`src/rtl/load_store_unit.sv`:
```
// load_store_unit
//   Data-memory side of the pipeline. It takes one load or store per
//   req_valid/req_ready handshake and drives a word-wide synchronous SRAM that
//   has byte enables. Load data is aligned and then sign- or zero-extended.
//   An access that crosses a word boundary becomes two SRAM accesses. When
//   MISALIGNED_EN=0, such an access is rejected with rsp_err instead. The
//   response feeds writeback mux input 2'b11.
// Ports
//   clk, rst_n            clock, synchronous active-low reset
//   req_valid/req_ready   request handshake (ready only while idle)
//   req_read/req_write    load / store select (exactly one must be set)
//   req_width             00 word, 01 half, 10 byte, 11 illegal
//   req_signed            load extension: 1 sign, 0 zero
//   req_addr, req_wdata   byte address and LSB-justified store data
//   rsp_valid/err/rdata   one-cycle completion pulse, error flag, load result
//   mem_en/we/be/addr/wdata, mem_rdata   synchronous SRAM port (read data one cycle later)
module load_store_unit #(
  parameter int ADDR_W        = 32,
  parameter bit MISALIGNED_EN = 1'b1
) (
  input  logic              clk,
  input  logic              rst_n,
  input  logic              req_valid,
  output logic              req_ready,
  input  logic              req_read,
  input  logic              req_write,
  input  logic [1:0]        req_width,
  input  logic              req_signed,
  input  logic [ADDR_W-1:0] req_addr,
  input  logic [31:0]       req_wdata,
  output logic              rsp_valid,
  output logic [31:0]       rsp_rdata,
  output logic              rsp_err,
  output logic              mem_en,
  output logic              mem_we,
  output logic [3:0]        mem_be,
  output logic [ADDR_W-3:0] mem_addr,
  output logic [31:0]       mem_wdata,
  input  logic [31:0]       mem_rdata
);

  localparam int WW = ADDR_W - 2;

  typedef enum logic [2:0] {
    S_IDLE  = 3'd0,
    S_ACC0  = 3'd1,
    S_WAIT0 = 3'd2,
    S_ACC1  = 3'd3,
    S_WAIT1 = 3'd4,
    S_DONE  = 3'd5
  } state_t;

  state_t state_q, state_d;

  logic              read_q, read_d;
  logic [1:0]        width_q, width_d;
  logic              signed_q, signed_d;
  logic [ADDR_W-1:0] addr_q, addr_d;
  logic [31:0]       wdata_q, wdata_d;
  logic [31:0]       part0_q, part0_d;

  logic              req_ready_q, req_ready_d;
  logic              rsp_valid_q, rsp_valid_d;
  logic              rsp_err_q, rsp_err_d;
  logic [31:0]       rsp_rdata_q, rsp_rdata_d;
  logic              mem_en_q, mem_en_d;
  logic              mem_we_q, mem_we_d;
  logic [3:0]        mem_be_q, mem_be_d;
  logic [WW-1:0]     mem_addr_q, mem_addr_d;
  logic [31:0]       mem_wdata_q, mem_wdata_d;

  logic              handshake;
  logic              cur_read;
  logic [1:0]        cur_width;
  logic              cur_signed;
  logic [ADDR_W-1:0] cur_addr;
  logic [31:0]       cur_wdata;
  logic [1:0]        off;
  logic [3:0]        size_mask;
  logic [7:0]        lane_mask;
  logic              split;
  logic              illegal;
  logic [31:0]       wdata_masked;
  logic [63:0]       wdata_lanes;
  logic [31:0]       ld_p0, ld_p1, ld_win, ld_res;

  assign handshake = req_valid & req_ready_q;

  // Request view: the live inputs in the handshake cycle, the latched copy afterwards.
  // This lets the first SRAM access go out on the cycle right after the handshake.
  always_comb begin
    if (state_q == S_IDLE) begin
      cur_read   = req_read;
      cur_width  = req_width;
      cur_signed = req_signed;
      cur_addr   = req_addr;
      cur_wdata  = req_wdata;
    end else begin
      cur_read   = read_q;
      cur_width  = width_q;
      cur_signed = signed_q;
      cur_addr   = addr_q;
      cur_wdata  = wdata_q;
    end
  end

  // Access geometry: lanes across two adjacent words, split detection and lane-aligned store data.
  always_comb begin
    off = cur_addr[1:0];
    case (cur_width)
      2'b00:   size_mask = 4'hF;
      2'b01:   size_mask = 4'h3;
      2'b10:   size_mask = 4'h1;
      default: size_mask = 4'h0;
    endcase
    case (cur_width)
      2'b00:   wdata_masked = cur_wdata;
      2'b01:   wdata_masked = {16'h0000, cur_wdata[15:0]};
      2'b10:   wdata_masked = {24'h000000, cur_wdata[7:0]};
      default: wdata_masked = 32'h0000_0000;
    endcase
    // The upper nibble of lane_mask holds the lanes that spill into the next word.
    lane_mask   = {4'b0000, size_mask} << off;
    split       = |lane_mask[7:4];
    wdata_lanes = {32'h0000_0000, wdata_masked} << {off, 3'b000};
    illegal     = (cur_width == 2'b11) || (cur_read == req_write && state_q == S_IDLE)
                  || (cur_read == 1'b0 && req_write == 1'b0 && state_q == S_IDLE)
                  || (!MISALIGNED_EN && split);
  end

  // Load assembly: the second word supplies the high part, then shift down by offset and extend.
  always_comb begin
    if (state_q == S_WAIT0) begin
      ld_p0 = mem_rdata;
    end else begin
      ld_p0 = part0_q;
    end
    if (state_q == S_WAIT1) begin
      ld_p1 = mem_rdata;
    end else begin
      ld_p1 = 32'h0000_0000;
    end
    ld_win = 32'({ld_p1, ld_p0} >> {off, 3'b000});
    case (cur_width)
      2'b00:   ld_res = ld_win;
      2'b01:   ld_res = cur_signed ? {{16{ld_win[15]}}, ld_win[15:0]} : {16'h0000, ld_win[15:0]};
      2'b10:   ld_res = cur_signed ? {{24{ld_win[7]}}, ld_win[7:0]} : {24'h000000, ld_win[7:0]};
      default: ld_res = 32'h0000_0000;
    endcase
  end

  // Next-state logic for the access sequencer.
  always_comb begin
    state_d = state_q;
    case (state_q)
      S_IDLE: begin
        if (handshake) begin
          state_d = illegal ? S_DONE : S_ACC0;
        end else begin
          state_d = S_IDLE;
        end
      end
      S_ACC0: begin
        if (cur_read) begin
          state_d = S_WAIT0;
        end else begin
          state_d = split ? S_ACC1 : S_DONE;
        end
      end
      S_WAIT0: state_d = split ? S_ACC1 : S_DONE;
      S_ACC1:  state_d = cur_read ? S_WAIT1 : S_DONE;
      S_WAIT1: state_d = S_DONE;
      S_DONE:  state_d = S_IDLE;
      default: state_d = S_IDLE;
    endcase
  end

  // Output and datapath next values, all decoded from the upcoming state so every output is a flop.
  always_comb begin
    read_d      = read_q;
    width_d     = width_q;
    signed_d    = signed_q;
    addr_d      = addr_q;
    wdata_d     = wdata_q;
    part0_d     = part0_q;
    req_ready_d = (state_d == S_IDLE);
    rsp_valid_d = 1'b0;
    rsp_err_d   = 1'b0;
    rsp_rdata_d = rsp_rdata_q;
    mem_en_d    = 1'b0;
    mem_we_d    = 1'b0;
    mem_be_d    = 4'h0;
    mem_addr_d  = mem_addr_q;
    mem_wdata_d = mem_wdata_q;

    if (state_q == S_IDLE && handshake) begin
      read_d   = req_read;
      width_d  = req_width;
      signed_d = req_signed;
      addr_d   = req_addr;
      wdata_d  = req_wdata;
    end else begin
      read_d   = read_q;
    end

    if (state_q == S_WAIT0) begin
      part0_d = mem_rdata;
    end else begin
      part0_d = part0_q;
    end

    case (state_d)
      S_ACC0: begin
        mem_en_d    = 1'b1;
        mem_we_d    = ~cur_read;
        mem_be_d    = lane_mask[3:0];
        mem_addr_d  = cur_addr[ADDR_W-1:2];
        mem_wdata_d = wdata_lanes[31:0];
      end
      S_ACC1: begin
        mem_en_d    = 1'b1;
        mem_we_d    = ~cur_read;
        mem_be_d    = lane_mask[7:4];
        // The word index wraps naturally at the top of the address space.
        mem_addr_d  = cur_addr[ADDR_W-1:2] + {{(WW-1){1'b0}}, 1'b1};
        mem_wdata_d = wdata_lanes[63:32];
      end
      S_DONE: begin
        rsp_valid_d = 1'b1;
        // DONE straight from IDLE only happens for a rejected request.
        if (state_q == S_IDLE) begin
          rsp_err_d   = 1'b1;
          rsp_rdata_d = 32'h0000_0000;
        end else begin
          rsp_err_d   = 1'b0;
          rsp_rdata_d = cur_read ? ld_res : 32'h0000_0000;
        end
      end
      default: begin
        mem_en_d = 1'b0;
      end
    endcase
  end

  // State and output registers with synchronous active-low reset.
  always_ff @(posedge clk) begin
    if (!rst_n) begin
      state_q     <= S_IDLE;
      read_q      <= 1'b0;
      width_q     <= 2'b00;
      signed_q    <= 1'b0;
      addr_q      <= {ADDR_W{1'b0}};
      wdata_q     <= 32'h0000_0000;
      part0_q     <= 32'h0000_0000;
      req_ready_q <= 1'b1;
      rsp_valid_q <= 1'b0;
      rsp_err_q   <= 1'b0;
      rsp_rdata_q <= 32'h0000_0000;
      mem_en_q    <= 1'b0;
      mem_we_q    <= 1'b0;
      mem_be_q    <= 4'h0;
      mem_addr_q  <= {WW{1'b0}};
      mem_wdata_q <= 32'h0000_0000;
    end else begin
      state_q     <= state_d;
      read_q      <= read_d;
      width_q     <= width_d;
      signed_q    <= signed_d;
      addr_q      <= addr_d;
      wdata_q     <= wdata_d;
      part0_q     <= part0_d;
      req_ready_q <= req_ready_d;
      rsp_valid_q <= rsp_valid_d;
      rsp_err_q   <= rsp_err_d;
      rsp_rdata_q <= rsp_rdata_d;
      mem_en_q    <= mem_en_d;
      mem_we_q    <= mem_we_d;
      mem_be_q    <= mem_be_d;
      mem_addr_q  <= mem_addr_d;
      mem_wdata_q <= mem_wdata_d;
    end
  end

  assign req_ready = req_ready_q;
  assign rsp_valid = rsp_valid_q;
  assign rsp_err   = rsp_err_q;
  assign rsp_rdata = rsp_rdata_q;
  assign mem_en    = mem_en_q;
  assign mem_we    = mem_we_q;
  assign mem_be    = mem_be_q;
  assign mem_addr  = mem_addr_q;
  assign mem_wdata = mem_wdata_q;

endmodule

```
`config.mk`:
```
export PLATFORM = sky130hd
export DESIGN_NAME = load_store_unit
export DESIGN_NICKNAME = d
export VERILOG_FILES = /design/src/rtl/load_store_unit.sv
export SDC_FILE = /design/constraint.sdc
export NUM_CORES = 1
export LEC_CHECK = 0
export ABC_AREA = 0
export BUFFER_PORTS_ARGS = -buffer_cell sky130_fd_sc_hd__buf_2
export CORE_ASPECT_RATIO = 2
export CORE_MARGIN = 2
export CORE_UTILIZATION = 61
export CTS_CLUSTER_DIAMETER = 200
export CTS_CLUSTER_SIZE = 14
export DETAILED_ROUTE_END_ITERATION = 7
export GPL_TIMING_DRIVEN = 0
export MAX_ROUTING_LAYER = met4
export PLACE_DENSITY = 0.89
export SLEW_MARGIN = 10
export SYNTH_ARGS = -nofsm -noshare
export SYNTH_HDL_FRONTEND = slang
export SYNTH_SLANG_ARGS = --single-unit
```
`constraint.sdc`:
```
create_clock -name clk -period 8.15 [get_ports clk]
set_input_delay 0.4075 -clock clk [delete_from_list [all_inputs] [get_ports clk]]
set_output_delay 0.4075 -clock clk [all_outputs]
set_load 0.01 [all_outputs]
```
## After elaboration in Yosys (flattened, before gate mapping)

Index checks and enable logic that the tools add are counted.

| storage, ports and cells | value |
|---|---|
| word-level logic and storage cells | 74 |
| flip-flop bits (word level) | 206 |

| cells by class | value |
|---|---|
| bitwise operators | 3 |
| reduce and logical (&&, ||, !) cells | 14 |
| equality and inequality tests | 11 |
| shift-type cells | 3 |
| muxes and demuxes | 26 |
| add/subtract/negate cells | 1 |

Operators by type and width:

| cell | count |
|---|---|
| 32-bit two-way mux | 8 |
| 32-bit case mux with 3 select lines | 2 |
| 32-bit case mux with 2 select lines | 1 |
| 32-bit by 5-bit left shift with 64-bit output | 1 |
| 64-bit by 5-bit right shift with 32-bit output | 1 |
| 30-bit case mux with 2 select lines | 1 |
| 30-bit by 1-bit adder with 30-bit output (second input constant) | 1 |
| 3-bit case mux with 5 select lines | 1 |
| 3-bit two-way mux | 4 |
| 4-bit case mux with 3 select lines | 1 |
| 3-bit by 2-bit equality test with 1-bit output (second input constant) | 3 |
| 4-bit case mux with 2 select lines | 1 |
| 4-bit by 2-bit left shift with 8-bit output | 1 |
| 3-bit by 1-bit equality test with 1-bit output (second input constant) | 2 |
| 3-bit equality test (second input constant) | 2 |
| 3-bit logical NOT | 2 |
| 1-bit two-way mux | 6 |
| 2-bit equality test (second input constant) | 2 |
| 1-bit logical AND | 4 |
| 2-bit AND reduction | 2 |
| 4-bit OR reduction | 1 |
| 2-bit by 1-bit equality test with 1-bit output (second input constant) | 1 |
| 2-bit logical NOT | 1 |
| 1-bit logical OR | 2 |
| other kinds (6) | 7 |

## Logic depth before layout (Yosys ltp)

Gate-level depths: netlist of run 1.

| depth | value |
|---|---|
| depth in word-level cells | 12 |
| mapped depth | 16 |
| depth with buffers taken out | 10 |

## Least setup slack after synthesis of run 1

OpenSTA, ideal clock, no wires.

| timing | value |
|---|---|
| path kind | register to register |
| start point | register state_q[1] |
| end point | register mem_wdata_q[16], in the netlist mem_wdata[16] |
| cell stages (with the launch flop) | 16 |
| setup slack | 4456 ps |
| clock period less this slack | 3694 ps |
| required time | 8028 ps |
| data arrival time | 3573 ps |
| buffers on the path | 6 |
| cells stage by stage | dfxtp_1 > buf_4 > nor3_4 > buf_6 > buf_4 > buf_2 > buf_2 > a21oi_1 > ha_1 > nor2b_1 > o311ai_1 > a221oi_4 > nand3_1 > and3b_1 > buf_2 > a221o_1 |

| on the way | value |
|---|---|
| longest elaborated chain between the ends | 11 |
| elaborated cells between the ends (all ways) | 35 |

Ends and longest elaborated chain:

| item | RTL line | RTL |
|---|---|---|
| start: declaration | 53 | `state_t state_q, state_d;` |
| start signal: assignment | 265 | `state_q <= state_d;` |
| 3-bit logical NOT | n/a |  |
| 2-bit two-way mux / 1-bit two-way mux (equally long branches) | 92 | `if (state_q == S_IDLE) begin` |
| 2-bit equality test, or another cell as far along | 110, 116 |  |
| 4-bit case mux with 3 select lines, or another cell as far along | 110 | `case (cur_width)` |
| 4-bit by 2-bit left shift with 8-bit output, or another cell as far along | 123 | `lane_mask = {4'b0000, size_mask} << off;` |
| 4-bit OR reduction / 1-bit logical OR (equally long branches) | 124, 127 |  |
| 3-bit two-way mux (on tied branches) | 167, 170, 158 |  |
| 3-bit two-way mux (on tied branches) | 164, 157 |  |
| 3-bit case mux with 5 select lines | 155 | `case (state_q)` |
| 3-bit by 2-bit equality test with 1-bit output / 3-bit by 1-bit equality test with 1-bit output (equally long branches) | 212 | `case (state_d)` |
| 32-bit case mux with 2 select lines / 2-bit nonzero test (equally long branches) | n/a |  |
| end signal: assignment | 280 | `mem_wdata_q <= mem_wdata_d;` |
| end: declaration | 70 | `logic [31:0] mem_wdata_q, mem_wdata_d;` |

Parallel ways exist; a longest one is shown, timed or not.
A chain may end at the register's enable or synchronous reset.

## Worst setup path after layout of run 1

| timing | value |
|---|---|
| start point | register state_q[1] |
| end point | register mem_wdata_q[30], in the netlist mem_wdata[30] |

The elaborated chain is that of the path after synthesis.

==> results.py, run 1 <==
metrics = {
    "status": {
        "outcome": "complete, no violations",
    },
    "floorplanning": {
        "start_util_pct": 61.9,
        "die_width_um": 99.9,
        "pin_count": 207,
        "die_area_sq_um": 19600,
        "rows": 70,
        "core_area_sq_um": 18100,
        "die_height_um": 196,
    },
    "critical_path": {
        "crit_arrival_ps": 6220,
        "crit_type": "reg -> reg",
        "crit_path_max_incr_delay_ps": 700,
        "slowest_stage": "nor2_1",
        "crit_required_ps": 8580,
        "endpoint_kind": "register",
        "worst-path-max-fanout": 10,
        "r2r-start": "state_q[1]$_SDFF_PN0_",
        "worstPathCellList": "buf_4, nor3_4, buf_6, buf_4, buf_2, buf_2, a21oi_1, ha_1, nor2b_1, o311ai_1, a221o_1, nor2_1, clkbuf_1, o2111ai_1, a21oi_1",
        "timing.critical_path.from": "state_q[1]$_SDFF_PN0_",
        "worst_setup_path_start_kind": "register",
    },
    "drt": {
        "vias": 13249,
        "drt_iter0_drc": 1556,
        "postRouteAntennaNets": 0,
        "drc": 0,
        "viasPerCell": 7.13,
        "drt-total-wl_mm": 50.9,
        "first_pass_iters": 8,
        "wire_per_inst_um": 27.4,
    },
    "global_routing": {
        "grt_pass1_vias": 13008,
        "antenna_found_initial": 1,
        "grt_usage_pct": 53.0,
        "grt_max_degree": 15,
        "grt_pass1_wl_mm": 75.7,
        "grt.overflow.total": 0,
    },
    "synth": {
        "synth_nets": 1521,
        "synth_top_area_share_pct": 36.7,
        "synth_edf_count": 0,
        "synth_flop_cell": "dfxtp_1",
        "synth.largest_area_cell": "dfxtp_1",
        "synthArstFlopShare_pct": 0,
        "synth_area_leaders": "dfxtp_1 (37%), nand2_1 (9.9%), mux2i_1 (6.9%), a21oi_1 (6.4%), o21ai_0 (2.9%)",
        "synth_cells": 1415,
        "ys_types": 80,
        "yosys_warnings": 0,
        "yosysSeqAreaShare_pct": 36.7,
        "ys_ff_latch": 206,
        "synth.avg_cell_area_sq_um": 7.93,
        "syn_area_sq_um": 11200,
    },
    "sta": {
        "slew_viol_final": 0,
        "finalSetupViolCount": 0,
        "slew_headroom_pct": 13.5,
        "fmax_mhz": 173,
        "rsz0062_at_grt": "false",
        "min_period_ps": 5790,
        "hold_viol": 0,
        "worst_pin_slew_ps": 1260,
        "setup_tns_ps": 0,
        "post-route-period-util_pct": 71.0,
        "skew_ps": 21.8,
    },
    "cts": {
        "insertion_delay_ps": 510,
        "clockBufferDepth": 3,
        "post_cts_buffers": 0,
        "cts.sinks": 206,
        "cts-root-buf": "clkbuf_16",
        "clk_pin_slew_worst_paths_ps": 70,
        "cts_buffers": 18,
        "cts_tree": "yes",
        "cts_resized": 0,
        "cts_max_level": 1,
        "cts_hold_buf": 0,
    },
    "power_and_ir_drop": {
        "vdd_drop_max_mv": 0.222,
        "total_power_mw": 5.15,
        "p_per_area_nw_per_um2": 395,
        "leakagePower_nw": 5.18,
    },
    "layout": {
        "fillers": 1509,
        "multi_input_area_sq_um": 6560,
        "mostFrequentLayoutCell": "nand2_1",
        "final_util_pct": 71.9,
        "nets": 1747,
        "layout.cells.most_common_list": "nand2_1 (296), buf_2 (230), dfxtp_1 (206)",
        "drive_above_1_share_pct": 18.5,
        "seqCellArea_sq_um": 4120,
        "syn_to_final_growth_pct": 16.1,
    },
    "placed_design": {
        "dpl.hpwl_mm": 38.9,
        "gp_congestion": 1.08,
        "port_buffers": 206,
    },
    "min_path": {
        "hp-class": "in -> reg",
        "min_from": "req_wdata[31]",
    },
    "run": {
        "drv_cap": 0,
    },
}
[registers in the layout, summed over array words and instances, names as in the netlist]
name,count
rsp_err,1
mem_wdata,32
rsp_rdata,32
signed_q,1
rsp_valid,1
mem_we,1
addr_q,32
wdata_q,32
mem_en,1
mem_be,4
part0_q,32
width_q,2
state_q,3
read_q,1
mem_addr,30
req_ready,1
[area by class of cell]
cell class	instances	share of cell area, %
Tap cell	216	2.07
Sequential cell	206	31.6
Buffer	118	3.94
Timing Repair Buffer	206	7.91
Antenna cell	1	0.0192
Clock inverter	1	0.230
Multi-Input combinational cell	1084	50.3
Clock buffer	19	3.65
Inverter	7	0.202
[cell usage after synthesis, types with 12 or more instances]
| cell type | number |
|---|---|
| mux2i_1 | 77 |
| o221ai_1 | 14 |
| buf_2 | 24 |
| o21ai_0 | 65 |
| or3_1 | 17 |
| nor2_1 | 56 |
| nand3_1 | 60 |
| nand2_1 | 296 |
| a211oi_1 | 23 |
| nor3_1 | 16 |
| a22oi_1 | 16 |
| o22ai_1 | 19 |
| and3_1 | 28 |
| nand4_1 | 18 |
| a31oi_1 | 15 |
| a21oi_1 | 143 |
| dfxtp_1 | 206 |
| clkbuf_1 | 77 |
| mux2_2 | 12 |
| o21ai_1 | 24 |
[critical path, delay by kind of cell, from the launching register on]
family	cells	cell delay, ps
buffers and inverters	6	2230
AOI/OAI and AO/OA	5	1290
DFF	1	400
and+or+nand+nor	3	1420
adders and majority gates	1	330
[final timing paths]
check / endpoint / slack (ps) / cells after the start
setup / recovery: mem_wdata[30]$_SDFFE_PN0P_ / 2360 / 15
setup reg to reg: mem_wdata[30]$_SDFFE_PN0P_ / 2360 / 15
hold / removal: wdata_q[31]$_SDFFE_PN0P_ / 150 / 3
hold reg to reg: rsp_rdata[4]$_SDFFE_PN0P_ / 450 / 2
[per-layer routing]
metal	track usage [%]	wire (um)	part of all wire [%]
met5	-	0	0
met4	58.2	7900	16
met3	12.9	4750	9.3
met2	85.8	23800	47
met1	46.5	14400	28
[report_power, final]
group	total (mW)	leakage (nW)	switching [mW]	internal [mW]
clock	0.827	0.248	0.383	0.444
combinational	2.95	3.25	2.08	0.863
sequential	1.37	1.67	0.146	1.23
total	5.15	5.18	2.61	2.53
[metrics by stage]
| stage | hold WS (ps) | cell area [sq um] | cells | setup slack [ps] |
|---|---|---|---|---|
| final | 153 | 13000 | 1858 | 2360 |
| after CTS | 162 | 13000 | 1857 | 2620 |
| after global routing | 166 | 13000 | 1858 | 2270 |
| after detailed placement | 442 | 12500 | 1837 | 2680 |
| after floorplan | 432 | 11200 | 1415 | 4460 |
| after global placement | 436 | 12500 | 1837 | 2700 |
[cells by family (layout without fill, tap and decap cells)]
logic type	count (synthesis)	after routing	synth area share (%)
simple gates	550	550	22.8
compound gates	428	428	25.0
flops	206	206	36.7
buf+inv	125	351	4.81
mux	100	100	10.1
xor+xnor	4	4	0.312
fa+ha+maj	2	2	0.223
other cells	0	1	0
No activity file was read; power rests on OpenSTA's default activity.
==> inputs of run 2 (changes only) <==
--- a/config.mk
+++ b/config.mk
@@ -9,13 +9,13 @@
 export BUFFER_PORTS_ARGS = -buffer_cell sky130_fd_sc_hd__buf_2
 export CORE_ASPECT_RATIO = 2
 export CORE_MARGIN = 2
-export CORE_UTILIZATION = 61
+export CORE_UTILIZATION = 56
 export CTS_CLUSTER_DIAMETER = 200
 export CTS_CLUSTER_SIZE = 14
 export DETAILED_ROUTE_END_ITERATION = 7
 export GPL_TIMING_DRIVEN = 0
 export MAX_ROUTING_LAYER = met4
-export PLACE_DENSITY = 0.89
+export PLACE_DENSITY = 0.83
 export SLEW_MARGIN = 10
 export SYNTH_ARGS = -nofsm -noshare
 export SYNTH_HDL_FRONTEND = slang
==> constraint.sdc (replaced) <==
create_clock -name clk -period 5.9 [get_ports clk]
set_input_delay 0.295 -clock clk [delete_from_list [all_inputs] [get_ports clk]]
set_output_delay 0.295 -clock clk [all_outputs]
set_load 0.01 [all_outputs]
==> run 2 against run 1 <==
  * First-iteration DRC count down 8.9%
  * Via count shrank 2.5%
  * Sequential cell count did not move
  * Power is 38% higher
  * Combinational power is 37% higher
  * Wire length is 3.5% lower
  * Clock power increased by 38%
==> results.py, run 2 (synthesis gave the netlist of run 1 again) <==
metrics = {
    "cts": {
        "cts_hold_buf": 0,
        "cts_buffers": 18,
        "cts_max_level": 1,
        "clk_pin_slew_worst_paths_ps": 70,
        "post_cts_buffers": 0,
        "clockBufferDepth": 3,
        "cts-root-buf": "clkbuf_16",
        "insertion_delay_ps": 510,
        "cts.sinks": 206,
        "cts_tree": "yes",
        "cts_resized": 0,
    },
    "run": {
        "drv_cap": 0,
    },
    "critical_path": {
        "r2r-start": "state_q[1]$_SDFF_PN0_",
        "timing.rr.end": "mem_be[3]$_SDFF_PN0_",
        "worst_setup_path_start_kind": "register",
        "crit_required_ps": 6310,
        "setup.worst_path.end": "mem_be[3]$_SDFF_PN0_",
        "timing.critical_path.from": "state_q[1]$_SDFF_PN0_",
        "r2r_slack_ps": 250,
        "rr_worst_depth": 14,
        "endpoint_kind": "register",
        "worst-path-max-fanout": 10,
        "crit_arrival_ps": 6060,
        "crit_type": "reg -> reg",
    },
    "drt": {
        "drt_iter0_drc": 1417,
        "drt-total-wl_mm": 49.1,
        "drc": 0,
        "viasPerCell": 6.78,
        "wire_per_inst_um": 25.8,
        "first_pass_iters": 6,
        "vias": 12920,
        "postRouteAntennaNets": 0,
    },
    "power_and_ir_drop": {
        "power_frac_comb_pct": 57.1,
        "p_seq_share_pct": 26.9,
        "internal-power_mw": 3.50,
        "total_power_mw": 7.08,
        "p_clk_share_pct": 16.1,
        "p_sw_share_pct": 50.6,
        "p_per_area_nw_per_um2": 541,
        "leakagePower_nw": 5.18,
        "vdd_drop_max_mv": 0.243,
        "power.switching_mw": 3.58,
    },
    "floorplanning": {
        "die_area_sq_um": 21300,
        "die_width_um": 104,
        "core_area_sq_um": 19800,
        "die_height_um": 204,
        "start_util_pct": 56.6,
        "rows": 73,
        "pin_count": 207,
    },
    "sta": {
        "finalSetupViolCount": 0,
        "skew_ps": 13.5,
        "fmax_mhz": 177,
        "timing.hold.ws_ps": 40.6,
        "slew_headroom_pct": 12.3,
        "slew_viol_final": 0,
        "worst_pin_slew_ps": 1320,
        "setup_tns_ps": 0,
        "min_period_ps": 5650,
        "post-route-period-util_pct": 95.8,
        "hold_viol": 0,
        "rsz0062_at_grt": "false",
    },
    "global_routing": {
        "grt.overflow.total": 0,
        "grt_max_degree": 15,
        "grt_pass1_vias": 12775,
        "antenna_found_initial": 2,
        "grt_usage_pct": 46.4,
        "grt_pass1_wl_mm": 72.8,
    },
    "layout": {
        "fillers": 1873,
        "layout.cells.most_common_list": "nand2_1 (296), buf_2 (230), dfxtp_1 (206)",
        "design_area_sq_um": 13100,
        "syn_to_final_growth_pct": 16.6,
        "drive_above_1_share_pct": 18.5,
        "nets": 1747,
        "mostFrequentLayoutCell": "nand2_1",
    },
    "min_path": {
        "hp-class": "in -> reg",
    },
    "placed_design": {
        "gp_congestion": 1.09,
        "port_buffers": 206,
        "dpl.hpwl_mm": 37.6,
        "dpl-instance-area_sq_um": 12600,
    },
    "status": {
        "outcome": "complete, no violations",
    },
}
run 2: cell count changes in the layout (fill, tap and decap cells not counted), sizes merged:
cell | before | now
diode | 1 | 2
run 2: power by group through the flow:
stage          clock, mW  combinational, mW  sequential [mW]
3_5_place_dp           0               3.83             1.91
3_3_place_gp           0               3.78             1.91
4_1_cts             1.13               3.84             1.89
5_1_grt             1.18               4.20             1.92
6_report            1.14               4.04             1.90
2_1_floorplan          0               2.33             1.95
run 2: critical path: stages, from the launching register on:
cell	delay, ps
dfxtp_1	390
buf_4	210
nor3_4	540
buf_6	290
buf_4	270
buf_2	390
buf_2	420
a21oi_1	230
ha_1	320
nor2b_1	150
o311ai_1	170
a221oi_4	540
nand3_1	640
clkbuf_1	540
a211oi_1	410
run 2: worst min path at each step:
stage / startpoint / slack [ps] / to / cells after the start
detailed placement: rsp_rdata[7]$_SDFFE_PN0P_ / 440 / rsp_rdata[7]$_SDFFE_PN0P_ / 2
finish: req_wdata[9] / 40 / wdata_q[9]$_SDFFE_PN0P_ / 3
CTS: req_signed / 40 / signed_q$_SDFFE_PN0P_ / 3
global placement: mem_addr[2]$_SDFFE_PN0P_ / 440 / mem_addr[2]$_SDFFE_PN0P_ / 2
global route: req_wdata[3] / 50 / wdata_q[3]$_SDFFE_PN0P_ / 3
floorplan: req_addr[23] / 430 / addr_q[23]$_SDFFE_PN0P_ / 2
run 2: metal layers:
metal  vias to the layer above  routed length (um)  GRT usage (%)
li1                       5657                   -              -
met1                      5873               14300           40.3
met2                       963               23400           76.7
met3                       427                4490           9.82
met4                         0                6890           53.8
met5                         -                   0              -
run 2: area by class of cell:
type                            instances  area [sq um]  area share [%]
Clock buffer                           19           475            3.63
Buffer                                118           514            3.93
Clock inverter                          1          30.0           0.229
Timing Repair Buffer                  206          1030            7.87
Multi-Input combinational cell       1084          6560            50.1
Inverter                                7          26.3           0.201
Sequential cell                       206          4120            31.5
Tap cell                              262           328            2.50
Antenna cell                            2          5.00          0.0382
run 2: through the flow:
stage	worst slack, ps	util (%)	std cells
after floorplan	2210	-	1415
after global placement	572	63.5	1883
after detailed placement	518	63.5	1883
after CTS	506	66.1	1903
after global routing	167	66.1	1905
final	248	66.1	1905
==> inputs of run 3 (changes only) <==
--- a/config.mk
+++ b/config.mk
@@ -13,7 +13,6 @@
 export CTS_CLUSTER_DIAMETER = 200
 export CTS_CLUSTER_SIZE = 14
 export DETAILED_ROUTE_END_ITERATION = 7
-export GPL_TIMING_DRIVEN = 0
 export MAX_ROUTING_LAYER = met4
 export PLACE_DENSITY = 0.83
 export SLEW_MARGIN = 10
==> run 3 against run 2 <==
  * Sequential share of layout area increased by 0.74 points
  * Core utilization decreased by 1.5 points
  * Power decreased by 8.5%
  * Via count decreased by 7.4%
  * First-iteration DRC count decreased by 27%
  * Critical endpoint is now mem_wdata[27]$_SDFFE_PN0P_
  * Highest routed layer unchanged
==> results.py, run 3 (synthesis gave the netlist of run 1 again) <==
metrics = {
    "floorplanning": {
        "core_area_sq_um": 19800,
        "start_util_pct": 56.6,
        "pin_count": 207,
        "die_height_um": 204,
        "die_area_sq_um": 21300,
        "die_width_um": 104,
        "rows": 73,
    },
    "drt": {
        "dr_wl_met2_mm": 19.9,
        "wire_per_inst_um": 21.9,
        "drt-total-wl_mm": 39.5,
        "drc": 0,
        "wl_met1_mm": 13.0,
        "drt_iter0_drc": 1032,
        "first_pass_iters": 6,
        "viasPerCell": 6.63,
        "vias": 11967,
        "highest_layer": "met4",
        "met3_length_mm": 2.55,
        "postRouteAntennaNets": 0,
    },
    "sta": {
        "fmax_mhz": 246,
        "setup_tns_ps": 0,
        "slew_viol_final": 0,
        "skew_ps": 14.5,
        "min_period_ps": 4070,
        "worst_slack_ps": 1830,
        "worst_pin_slew_ps": 1010,
        "rsz0062_at_grt": "false",
        "post-route-period-util_pct": 69.0,
        "hold_viol": 0,
        "finalSetupViolCount": 0,
        "slew_headroom_pct": 32.3,
    },
    "critical_path": {
        "r2r-start": "state_q[0]$_SDFF_PN0_",
        "crit_top_cell": "a21oi_1",
        "r2r_slack_ps": 1830,
        "crit_path_max_incr_delay_ps": 790,
        "slowest_stage": "dfxtp_1",
        "rr_worst_depth": 11,
        "timing.rr.end": "mem_wdata[27]$_SDFFE_PN0P_",
        "crit_required_ps": 6250,
        "path_depth": 11,
        "endpoint_kind": "register",
        "worst-path-max-fanout": 37,
        "worst_setup_path_start_kind": "register",
        "timing.critical_path.from": "state_q[0]$_SDFF_PN0_",
        "setup.worst_path.end": "mem_wdata[27]$_SDFFE_PN0P_",
        "worstPathCellList": "or3_1, and2_1, a21oi_1, ha_1, nor2b_1, o311ai_1, a221oi_4, nand2_2, buf_4, o21ai_1, a21oi_1",
        "crit_arrival_ps": 4420,
        "cp_num_buf_inv": 1,
        "crit_type": "reg -> reg",
        "critical-path-top-delay-family": "compound AO/OA/AOI/OAI gates",
    },
    "power_and_ir_drop": {
        "leakagePower_nw": 5.04,
        "vdd_drop_max_mv": 0.278,
        "p_per_area_nw_per_um2": 507,
        "total_power_mw": 6.48,
    },
    "global_routing": {
        "grt_pass1_vias": 11356,
        "grt_pass1_wl_mm": 60.2,
        "grt_usage_pct": 36.6,
        "grt_max_degree": 69,
        "antenna_found_initial": 0,
        "grt.overflow.total": 0,
    },
    "layout": {
        "multi_input_area_sq_um": 6620,
        "mostFrequentLayoutCell": "nand2_1",
        "antennaDiodeCount": 0,
        "design_area_sq_um": 12800,
        "fillers": 1789,
        "nets": 1650,
        "final_util_pct": 64.6,
        "syn_to_final_growth_pct": 14.0,
        "seqCellArea_sq_um": 4120,
        "layout.cells.most_common_list": "nand2_1 (295), dfxtp_1 (206), buf_2 (206)",
        "drive_above_1_share_pct": 19.5,
    },
    "cts": {
        "cts-root-buf": "clkbuf_16",
        "post_cts_buffers": 0,
        "cts_resized": 0,
        "clockBufferDepth": 3,
        "cts_hold_buf": 0,
        "insertion_delay_ps": 500,
        "cts_buffers": 18,
        "cts.sinks": 206,
        "cts_tree": "yes",
        "cts_max_level": 1,
        "clk_pin_slew_worst_paths_ps": 70,
    },
    "placed_design": {
        "port_buffers": 206,
        "dpl-instance-area_sq_um": 12300,
        "dpl.hpwl_mm": 28.7,
        "pre_cts_ws_ps": 1930,
        "gp_congestion": 0.980,
    },
    "status": {
        "outcome": "complete, no violations",
    },
    "run": {
        "drv_cap": 0,
    },
    "min_path": {
        "worst_hold_path.num_cells": 3,
        "hp-class": "in -> reg",
    },
}
run 3: changes by cell type in the layout (fill, tap and decap cells not counted), sizes merged:
cell / delta
inv: -1
diode: -2
clkbuf: -77
buf: -20
clkinv: +1
run 3: metrics by stage:
stage / cells / hold WS [ps]
detailed placement: 1786 / 437
global placement: 1786 / 433
finish: 1806 / 53.2
global route: 1806 / 61.6
CTS: 1806 / 51.2
floorplan: 1415 / 431
run 3: cell type report:
| class | instances | area share (%) |
|---|---|---|
| clock buffers | 19 | 3.72 |
| clock inverters | 1 | 0.235 |
| inverters | 7 | 0.215 |
| multi-input cells | 1084 | 51.8 |
| flip-flops and latches | 206 | 32.2 |
| well taps | 262 | 2.56 |
| repair buffers | 227 | 9.29 |
run 3: tightest hold or removal path, stage by stage:
cell and delay [ps]:
buf_2 100, nand2_1 50, a21oi_1 50
run 3: worst min-delay path by stage:
stage,startpoint,endpoint
5_1_grt,req_addr[30],addr_q[30]$_SDFFE_PN0P_
3_3_place_gp,rsp_rdata[1]$_SDFFE_PN0P_,rsp_rdata[1]$_SDFFE_PN0P_
2_1_floorplan,req_addr[23],addr_q[23]$_SDFFE_PN0P_
3_5_place_dp,rsp_rdata[1]$_SDFFE_PN0P_,rsp_rdata[1]$_SDFFE_PN0P_
6_report,req_wdata[17],wdata_q[17]$_SDFFE_PN0P_
4_1_cts,req_wdata[17],wdata_q[17]$_SDFFE_PN0P_
run 3: layer usage:
layer	vias up	global-route usage [%]
met4	0	32.1
met1	5598	35.4
met5	-	-
met3	227	4.18
met2	683	64.1
li1	5459	-
run 3: report_power, final:
part	total [mW]	leakage (nW)	internal, mW	switching (mW)
Sequential	1.93	1.67	1.69	0.231
Combinational	3.44	3.11	1.11	2.33
Clock	1.11	0.248	0.612	0.502
